==> src/rtl/branch_predictor.sv <==
// ---------------------------------------------------------------------------
// branch_predictor
//
// Dynamic branch predictor for a 5-stage RV32I pipeline. It holds a
// direct-mapped table of 2-bit saturating direction counters and a tagged
// branch target buffer. Fetch is predicted combinationally. The instruction
// in Execute is resolved combinationally, and the table is updated on the
// rising edge.
//
// Ports
//   CLK                clock, all state changes on the rising edge
//   RST_N              synchronous active-low reset
//   pcF                PC in Fetch
//   predict_takenF     Fetch prediction: taken
//   predict_targetF    Fetch predicted target (0 when not predicted taken)
//   instr_validE       Execute holds a real instruction
//   branch_validE      Execute instruction is a branch / jal / jalr
//   pcE                PC of the Execute instruction
//   takenE             actual outcome
//   targetE            actual target
//   predictedE         prediction carried down with the instruction
//   predicted_targetE  predicted target carried down with the instruction
//   fail_predict       mispredict, flush F/D and D/E on the next edge
//   redirect_pc        correct next PC when fail_predict=1, else 0
//   branch_cnt         saturating count of resolved branches
//   miss_cnt           saturating count of mispredicts
// ---------------------------------------------------------------------------
module branch_predictor #(
    parameter int IDX_W = 6,
    parameter int PC_W  = 13
) (
    input  logic            CLK,
    input  logic            RST_N,
    input  logic [PC_W-1:0] pcF,
    output logic            predict_takenF,
    output logic [PC_W-1:0] predict_targetF,
    input  logic            instr_validE,
    input  logic            branch_validE,
    input  logic [PC_W-1:0] pcE,
    input  logic            takenE,
    input  logic [PC_W-1:0] targetE,
    input  logic            predictedE,
    input  logic [PC_W-1:0] predicted_targetE,
    output logic            fail_predict,
    output logic [PC_W-1:0] redirect_pc,
    output logic [31:0]     branch_cnt,
    output logic [31:0]     miss_cnt
);

    localparam int DEPTH = 1 << IDX_W;
    localparam int TAG_W = PC_W - IDX_W - 2;

    // Flattened views of the per-entry state, used by the lookup muxes.
    logic [DEPTH-1:0][1:0]      w_ctr_all;
    logic [DEPTH-1:0]           w_valid_all;
    logic [DEPTH-1:0][TAG_W-1:0] w_tag_all;
    logic [DEPTH-1:0][PC_W-1:0] w_target_all;

    logic [IDX_W-1:0] w_idx_f;
    logic [TAG_W-1:0] w_tag_f;
    logic [IDX_W-1:0] w_idx_e;
    logic [TAG_W-1:0] w_tag_e;

    assign w_idx_f = pcF[IDX_W+1:2];
    assign w_tag_f = pcF[PC_W-1:IDX_W+2];
    assign w_idx_e = pcE[IDX_W+1:2];
    assign w_tag_e = pcE[PC_W-1:IDX_W+2];

    // ---------------- prediction ----------------
    logic w_hit_f;
    logic w_pred_taken;

    assign w_hit_f      = w_valid_all[w_idx_f] && (w_tag_all[w_idx_f] == w_tag_f);
    assign w_pred_taken = w_hit_f && w_ctr_all[w_idx_f][1];

    assign predict_takenF  = RST_N && w_pred_taken;
    assign predict_targetF = (RST_N && w_pred_taken) ? w_target_all[w_idx_f] : '0;

    // ---------------- resolution ----------------
    logic            w_branch;
    logic            w_branch_miss;
    logic            w_false_hit;
    logic            w_fail;
    logic [PC_W-1:0] w_pc_plus4;

    assign w_branch      = instr_validE && branch_validE;
    assign w_branch_miss = w_branch &&
                           ((takenE != predictedE) ||
                            (takenE && predictedE && (predicted_targetE != targetE)));
    // A non-branch that was predicted taken means the BTB entry aliased onto
    // an ordinary instruction.
    assign w_false_hit   = instr_validE && !branch_validE && predictedE;
    assign w_fail        = w_branch_miss || w_false_hit;
    assign w_pc_plus4    = pcE + PC_W'(4);

    assign fail_predict = RST_N && w_fail;
    assign redirect_pc  = (RST_N && w_fail) ?
                          ((branch_validE && takenE) ? targetE : w_pc_plus4) : '0;

    // ---------------- counter next value ----------------
    // A tag mismatch on a valid entry means another branch owned it. Restart
    // the counter at a weak state instead of inheriting the old history.
    logic       w_replace;
    logic [1:0] w_ctr_cur;
    logic [1:0] w_ctr_next;

    assign w_ctr_cur = w_ctr_all[w_idx_e];
    assign w_replace = w_valid_all[w_idx_e] && (w_tag_all[w_idx_e] != w_tag_e);

    always_comb begin
        w_ctr_next = w_ctr_cur;
        if (w_replace) begin
            w_ctr_next = takenE ? 2'd2 : 2'd1;
        end else if (takenE) begin
            w_ctr_next = (w_ctr_cur == 2'd3) ? 2'd3 : w_ctr_cur + 2'd1;
        end else begin
            w_ctr_next = (w_ctr_cur == 2'd0) ? 2'd0 : w_ctr_cur - 2'd1;
        end
    end

    // ---------------- per-entry state ----------------
    genvar gi;
    generate
        for (gi = 0; gi < DEPTH; gi++) begin : g_entry
            logic [1:0]       r_ctr;
            logic             r_valid;
            logic [TAG_W-1:0] r_tag;
            logic [PC_W-1:0]  r_target;
            logic             w_sel;

            assign w_sel = (w_idx_e == IDX_W'(gi));

            always_ff @(posedge CLK) begin
                if (!RST_N) begin
                    r_ctr    <= 2'b01;
                    r_valid  <= 1'b0;
                    r_tag    <= '0;
                    r_target <= '0;
                end else if (w_sel) begin
                    if (w_branch) begin
                        r_ctr <= w_ctr_next;
                    end
                    if (w_branch && takenE) begin
                        r_valid  <= 1'b1;
                        r_tag    <= w_tag_e;
                        r_target <= targetE;
                    end else if (w_false_hit) begin
                        r_valid  <= 1'b0;
                    end
                end
            end

            assign w_ctr_all[gi]    = r_ctr;
            assign w_valid_all[gi]  = r_valid;
            assign w_tag_all[gi]    = r_tag;
            assign w_target_all[gi] = r_target;
        end
    endgenerate

    // ---------------- statistics ----------------
    logic [31:0] r_branch_cnt;
    logic [31:0] r_miss_cnt;

    always_ff @(posedge CLK) begin
        if (!RST_N) begin
            r_branch_cnt <= '0;
            r_miss_cnt   <= '0;
        end else begin
            if (w_branch && (r_branch_cnt != 32'hFFFF_FFFF)) begin
                r_branch_cnt <= r_branch_cnt + 32'd1;
            end
            if (w_fail && (r_miss_cnt != 32'hFFFF_FFFF)) begin
                r_miss_cnt <= r_miss_cnt + 32'd1;
            end
        end
    end

    assign branch_cnt = r_branch_cnt;
    assign miss_cnt   = r_miss_cnt;

endmodule
==> config.mk <==
export PLATFORM = sky130hd
export DESIGN_NAME = branch_predictor
export DESIGN_NICKNAME = d
export VERILOG_FILES = /design/src/rtl/branch_predictor.sv
export SDC_FILE = /design/constraint.sdc
export NUM_CORES = 2
export LEC_CHECK = 0
export ABC_AREA = 1
export BUFFER_PORTS_ARGS = -buffer_cell sky130_fd_sc_hd__buf_2
export CORE_UTILIZATION = 45
export CTS_CLUSTER_DIAMETER = 200
export CTS_CLUSTER_SIZE = 30
export DETAILED_ROUTE_END_ITERATION = 6
export PLACE_DENSITY = 0.6
export RECOVER_POWER = 50
export SYNTH_ARGS = -nofsm -noshare
export SYNTH_HDL_FRONTEND = slang
export SYNTH_SLANG_ARGS = --single-unit
==> constraint.sdc <==
create_clock -name CLK -period 5.1 [get_ports CLK]
set_input_delay 0.51 -clock CLK [delete_from_list [all_inputs] [get_ports CLK]]
set_output_delay 0.51 -clock CLK [all_outputs]
set_load 0.03 [all_outputs]
==> insert_results.sql <==
INSERT INTO impl_metrics (metric_group, metric, value, unit) VALUES
('clocking', 'tritoncts_num_sinks', '1408', ''),
('flow_run', 'max_cap_viol_count', '36', ''),
('sta', 'hold_ws', '0.250', 'ns'),
('setup_path', 'cp_cell_sequence', 'buf_8 -> inv_8 -> buf_4 -> a21oi_1 -> o21ai_0 -> nand3_1 -> nand3_1 -> nand3_1 -> nand3_1 -> nand2_1 -> nor2_1 -> nand3_1 -> nor2_1 -> nand3_1 -> buf_4 -> nor2_1 -> buf_2', ''),
('setup_path', 'critical_path.most_common_cell', 'sky130_fd_sc_hd__nand3_1', ''),
('synth', 'mappedNetlistNets', '9892', ''),
('global_routing', 'global_route_wire_length_before_repair', '368000', 'um'),
('clocking', 'clock_tree_from_tritoncts', 'yes', ''),
('cells_and_area', 'drive_gt1_frac', '0.0413', ''),
('setup_path', 'worst-endpoint-required', '4.59', 'ns'),
('floorplan', 'core_area', '0.148', 'mm^2'),
('power_and_ir_drop', 'power_per_cell_area', '269', 'mW/mm^2'),
('route', 'routed_via_density', '5.88', ''),
('clocking', 'post_cts_hold_buffer_count', '0', ''),
('cells_and_area', 'final_nets', '9425', ''),
('cells_and_area', 'syn2layout_area_growth', '4.32', '%'),
('clocking', 'clock_latency_of_the_later_clocked_register_in_the_worst_skew_pair', '0.77', 'ns'),
('sta', 'worst-slew-pin-transition', '2.18', 'ns'),
('synth', 'yosys.cell_types.count', '44', ''),
('setup_path', 'slowest_delay', '0.46', 'ns'),
('setup_path', 'setup.worst_path.start_class', 'input pin', ''),
('global_routing', 'grt_max_degree', '275', ''),
('global_routing', 'grt_use_total', '0.309', ''),
('global_routing', 'initial_antenna_violation_count', '6', ''),
('floorplan', 'die-area', '0.151', 'mm^2'),
('synth', 'synth.avg_cell_area', '6.84', 'um^2'),
('route', 'drc', '0', ''),
('sta', 'maxSlewViolCount', '1364', ''),
('clocking', 'root_buffer', 'sky130_fd_sc_hd__clkbuf_16', ''),
('route', 'route.final.wire_length', '242000', 'um'),
('power_and_ir_drop', 'max-vdd-ir-drop', '0.283', 'mV'),
('floorplan', 'ioPinCount', '150', ''),
('setup_path', 'crit_path_top_delay_cell', 'sky130_fd_sc_hd__inv_8', ''),
('power_and_ir_drop', 'p_leak', '25.9', 'nW'),
('sta', 'fin_worst_skew', '0.0326', 'ns'),
('setup_path', 'arrival', '4.36', 'ns'),
('placed_design', 'place.port_buffers', '147', ''),
('floorplan', 'die_y', '389', 'um'),
('sta', 'timing.slew.headroom', '-0.454', ''),
('floorplan', 'floorplan.initialDensity', '0.454', ''),
('synth', 'yosys_warnings', '0', ''),
('global_routing', 'globalRouteOverflowTotal', '0', ''),
('synth', 'post_synth_inst_count', '9827', ''),
('synth', 'synthesis.area', '0.0672', 'mm^2'),
('route', 'antenna_left', '0', ''),
('placed_design', 'hpwlAfterDp', '148000', 'um'),
('sta', 'layout_worst_path_cycle_share', '0.954', ''),
('run_status', 'failed_checks', 'max-capacitance violations, max-slew violations', ''),
('clocking', 'clock_path_buffers', '3', ''),
('cells_and_area', 'final_util', '0.474', ''),
('clocking', 'ctsHtreeMaxLevel', '2', ''),
('setup_path', 'setup.worst_path.class', 'in -> out', ''),
('global_routing', 'first_global_vias', '59900', ''),
('setup_path', 'critical_path_peak_fanout', '64', ''),
('sta', 'setup_tns', '0', 'ns'),
('sta', 'finalHoldViolCount', '0', ''),
('synth', 'synth.ff_latch_count', '1408', ''),
('route', 'drt-initial-drc-count', '7597', ''),
('placed_design', 'gp_congestion', '0.966', ''),
('route', 'via_count_of_the_routed_design', '66500', ''),
('route', 'firstDrtPassIters', '6', ''),
('power_and_ir_drop', 'design_power_total', '18.9', 'mW'),
('hold_path', 'hold_class', 'in -> reg', ''),
('sta', 'setup_violations', '0', ''),
('run_status', 'status', 'finished, violations left', ''),
('sta', 'grt_setup_unrepaired', 'false', ''),
('setup_path', 'cp_capture_type', 'output pin', ''),
('floorplan', 'row_count', '141', ''),
('setup_path', 'worst_path_dominant_cell_family', 'simple AND/OR/NAND/NOR gates', ''),
('clocking', 'post_cts_buffers', '0', ''),
('sta', 'timing.fmax', '0.206', 'GHz'),
('route', 'wire_per_inst', '21.4', 'um'),
('cells_and_area', 'finished_cell_area', '0.0701', 'mm^2'),
('sta', 'finalCriticalPeriod', '4.87', 'ns'),
('synth', 'synth_sequential_area_ratio', '0.419', ''),
('setup_path', 'critPathBufInv', '5', ''),
('floorplan', 'chipWidth', '389', 'um'),
('clocking', 'numCtsBuffers', '52', ''),
('clocking', 'cts_resized', '0', ''),
('placed_design', 'detailed_place.area', '0.0691', 'mm^2'),
('clocking', 'clkTransAtPathRegs', '0.12', 'ns');
==> cell usage after synthesis <==
cell type | number | area, um^2
sky130_fd_sc_hd__nand3b_1 | 2 | 15.0
sky130_fd_sc_hd__a21o_1 | 1 | 7.51
sky130_fd_sc_hd__nor4_1 | 8 | 50.1
sky130_fd_sc_hd__dfxtp_1 | 1408 | 28200
sky130_fd_sc_hd__a31oi_1 | 15 | 93.8
sky130_fd_sc_hd__inv_1 | 820 | 3080
sky130_fd_sc_hd__a22oi_1 | 1 | 7.51
sky130_fd_sc_hd__buf_6 | 5 | 56.3
sky130_fd_sc_hd__a211oi_1 | 45 | 338
sky130_fd_sc_hd__nand3_1 | 397 | 1990
sky130_fd_sc_hd__or4_1 | 2 | 15.0
sky130_fd_sc_hd__nor2_1 | 842 | 3160
sky130_fd_sc_hd__o21bai_2 | 1 | 11.3
sky130_fd_sc_hd__nor2_2 | 9 | 56.3
sky130_fd_sc_hd__o21ai_0 | 1883 | 9420
sky130_fd_sc_hd__clkinv_1 | 11 | 41.3
sky130_fd_sc_hd__a311oi_1 | 3 | 26.3
sky130_fd_sc_hd__o221ai_1 | 136 | 1190
sky130_fd_sc_hd__buf_2 | 132 | 661
sky130_fd_sc_hd__nor3_1 | 53 | 265
sky130_fd_sc_hd__nand4_1 | 26 | 163
sky130_fd_sc_hd__nand2_2 | 2 | 12.5
sky130_fd_sc_hd__buf_4 | 27 | 203
sky130_fd_sc_hd__clkbuf_1 | 699 | 2620
sky130_fd_sc_hd__o21bai_1 | 3 | 22.5
sky130_fd_sc_hd__buf_1 | 43 | 161
sky130_fd_sc_hd__and2_1 | 2 | 12.5
sky130_fd_sc_hd__inv_2 | 8 | 30.0
sky130_fd_sc_hd__o211ai_1 | 61 | 458
sky130_fd_sc_hd__o21ai_1 | 25 | 125
sky130_fd_sc_hd__o311ai_0 | 39 | 342
sky130_fd_sc_hd__xor2_1 | 28 | 245
sky130_fd_sc_hd__and3_1 | 4 | 25.0
sky130_fd_sc_hd__xnor2_1 | 15 | 131
sky130_fd_sc_hd__nand2_1 | 1244 | 4670
sky130_fd_sc_hd__a21oi_1 | 1765 | 8830
sky130_fd_sc_hd__or2_1 | 2 | 12.5
sky130_fd_sc_hd__ha_1 | 7 | 87.6
sky130_fd_sc_hd__o22ai_1 | 14 | 87.6
sky130_fd_sc_hd__a22o_1 | 2 | 17.5
sky130_fd_sc_hd__o21a_1 | 16 | 120
sky130_fd_sc_hd__nor4b_1 | 2 | 17.5
sky130_fd_sc_hd__a221oi_1 | 16 | 140
sky130_fd_sc_hd__nor3b_1 | 3 | 22.5
==> registers in the layout, summed over array words and instances, names as in the netlist <==
signal / flops
branch_cnt: 32
g_entry.r_target: 832
g_entry.r_ctr: 128
g_entry.r_tag: 320
miss_cnt: 32
g_entry.r_valid: 64
==> kinds of logic (layout without fill, tap and decap cells) <==
group / Yosys count / count (layout) / share of synthesized area
AO/OA/AOI/OAI: 4026 / 4026 / 0.316
AND/OR/NAND/NOR: 2598 / 2598 / 0.156
buffers and inverters: 1745 / 1279 / 0.102
flip-flops: 1408 / 1408 / 0.419
other: 0 / 3 / 0
XOR/XNOR: 43 / 43 / 0.00560
adder cells (fa/ha/maj): 7 / 7 / 0.00130
==> report_power, final <==
group | switching (mW) | internal, mW
Clock | 3.60 | 1.88
Combinational | 1.78 | 0.563
Sequential | 0.0152 | 11.0
==> layout by cell type, fill, tap and decap left out, types with 4 or more instances in the layout <==
cell and n:
sky130_fd_sc_hd__o311ai_0 36, sky130_fd_sc_hd__dfxtp_1 1408, sky130_fd_sc_hd__inv_2 9, sky130_fd_sc_hd__nor2_2 38, sky130_fd_sc_hd__o211ai_1 61, sky130_fd_sc_hd__clkbuf_2 5, sky130_fd_sc_hd__inv_1 816, sky130_fd_sc_hd__clkbuf_1 111
sky130_fd_sc_hd__ha_1 7, sky130_fd_sc_hd__o21a_1 16, sky130_fd_sc_hd__nor4_1 8, sky130_fd_sc_hd__buf_2 74, sky130_fd_sc_hd__xor2_1 28, sky130_fd_sc_hd__o221ai_1 136, sky130_fd_sc_hd__nor3_1 53, sky130_fd_sc_hd__clkinv_1 8
sky130_fd_sc_hd__a211oi_1 45, sky130_fd_sc_hd__o21ai_1 25, sky130_fd_sc_hd__buf_8 4, sky130_fd_sc_hd__buf_4 159, sky130_fd_sc_hd__clkbuf_16 52, sky130_fd_sc_hd__a21oi_1 1765, sky130_fd_sc_hd__nor2_1 812, sky130_fd_sc_hd__o21ai_0 1883
sky130_fd_sc_hd__o22ai_1 14, sky130_fd_sc_hd__a221oi_1 16, sky130_fd_sc_hd__a31oi_1 15, sky130_fd_sc_hd__nand4_1 26, sky130_fd_sc_hd__xnor2_1 15, sky130_fd_sc_hd__nand2_1 1244, sky130_fd_sc_hd__and3_1 4, sky130_fd_sc_hd__buf_12 31
sky130_fd_sc_hd__nand3_1 396
==> final timing paths <==
path | from | to | slack [ns] | cells past startpoint
worst min register to register | g_entry[17].r_target[5] | g_entry[17].r_target[5] | 0.45 | 2
worst max-delay path | pcF[3] | predict_targetF[10] | 0.23 | 17
worst min-delay path | RST_N | g_entry[24].r_tag[3] | 0.25 | 3
worst max register to register | miss_cnt[2] | miss_cnt[10] | 1.62 | 13
==> worst register-to-register path: stages, from the launching register on <==
cell,delay (ns)
sky130_fd_sc_hd__dfxtp_1,0.44
sky130_fd_sc_hd__inv_1,0.11
sky130_fd_sc_hd__nor4_1,0.62
sky130_fd_sc_hd__nand2_1,0.23
sky130_fd_sc_hd__nor2_1,0.26
sky130_fd_sc_hd__inv_1,0.09
sky130_fd_sc_hd__nor2_1,0.15
sky130_fd_sc_hd__nand4_1,0.13
sky130_fd_sc_hd__nand2_1,0.09
sky130_fd_sc_hd__buf_4,0.30
sky130_fd_sc_hd__inv_1,0.50
sky130_fd_sc_hd__nand2_1,0.26
sky130_fd_sc_hd__o21ai_0,0.09
sky130_fd_sc_hd__a21oi_1,0.15
==> layer usage <==
layer,wire [um],track usage,vias up
met4,7710,0.0987,0
met5,0,0,-
met3,20200,0.0416,387
met2,107000,0.485,2806
met1,107000,0.435,31200
li1,-,-,32100
==> cell type report <==
type | count | area [um^2]
Timing Repair Buffer | 385 | 2700
Multi-Input combinational cell | 6674 | 32300
Antenna cell | 3 | 7.51
Clock buffer | 53 | 1320
Inverter | 839 | 3180
Fill cell | 15100 | 77900
Sequential cell | 1408 | 28200
Clock inverter | 2 | 50.0
Tap cell | 1930 | 2410
==> stage by stage <==
step | std cells | setup WS [ns]
floorplan | 9827 | 1.86
global placement | 11200 | 0.442
detailed placement | 11200 | 0.437
CTS | 11300 | 0.425
global route | 11300 | 0.149
finish | 11300 | 0.235
(Power assumes the default switching activity.)
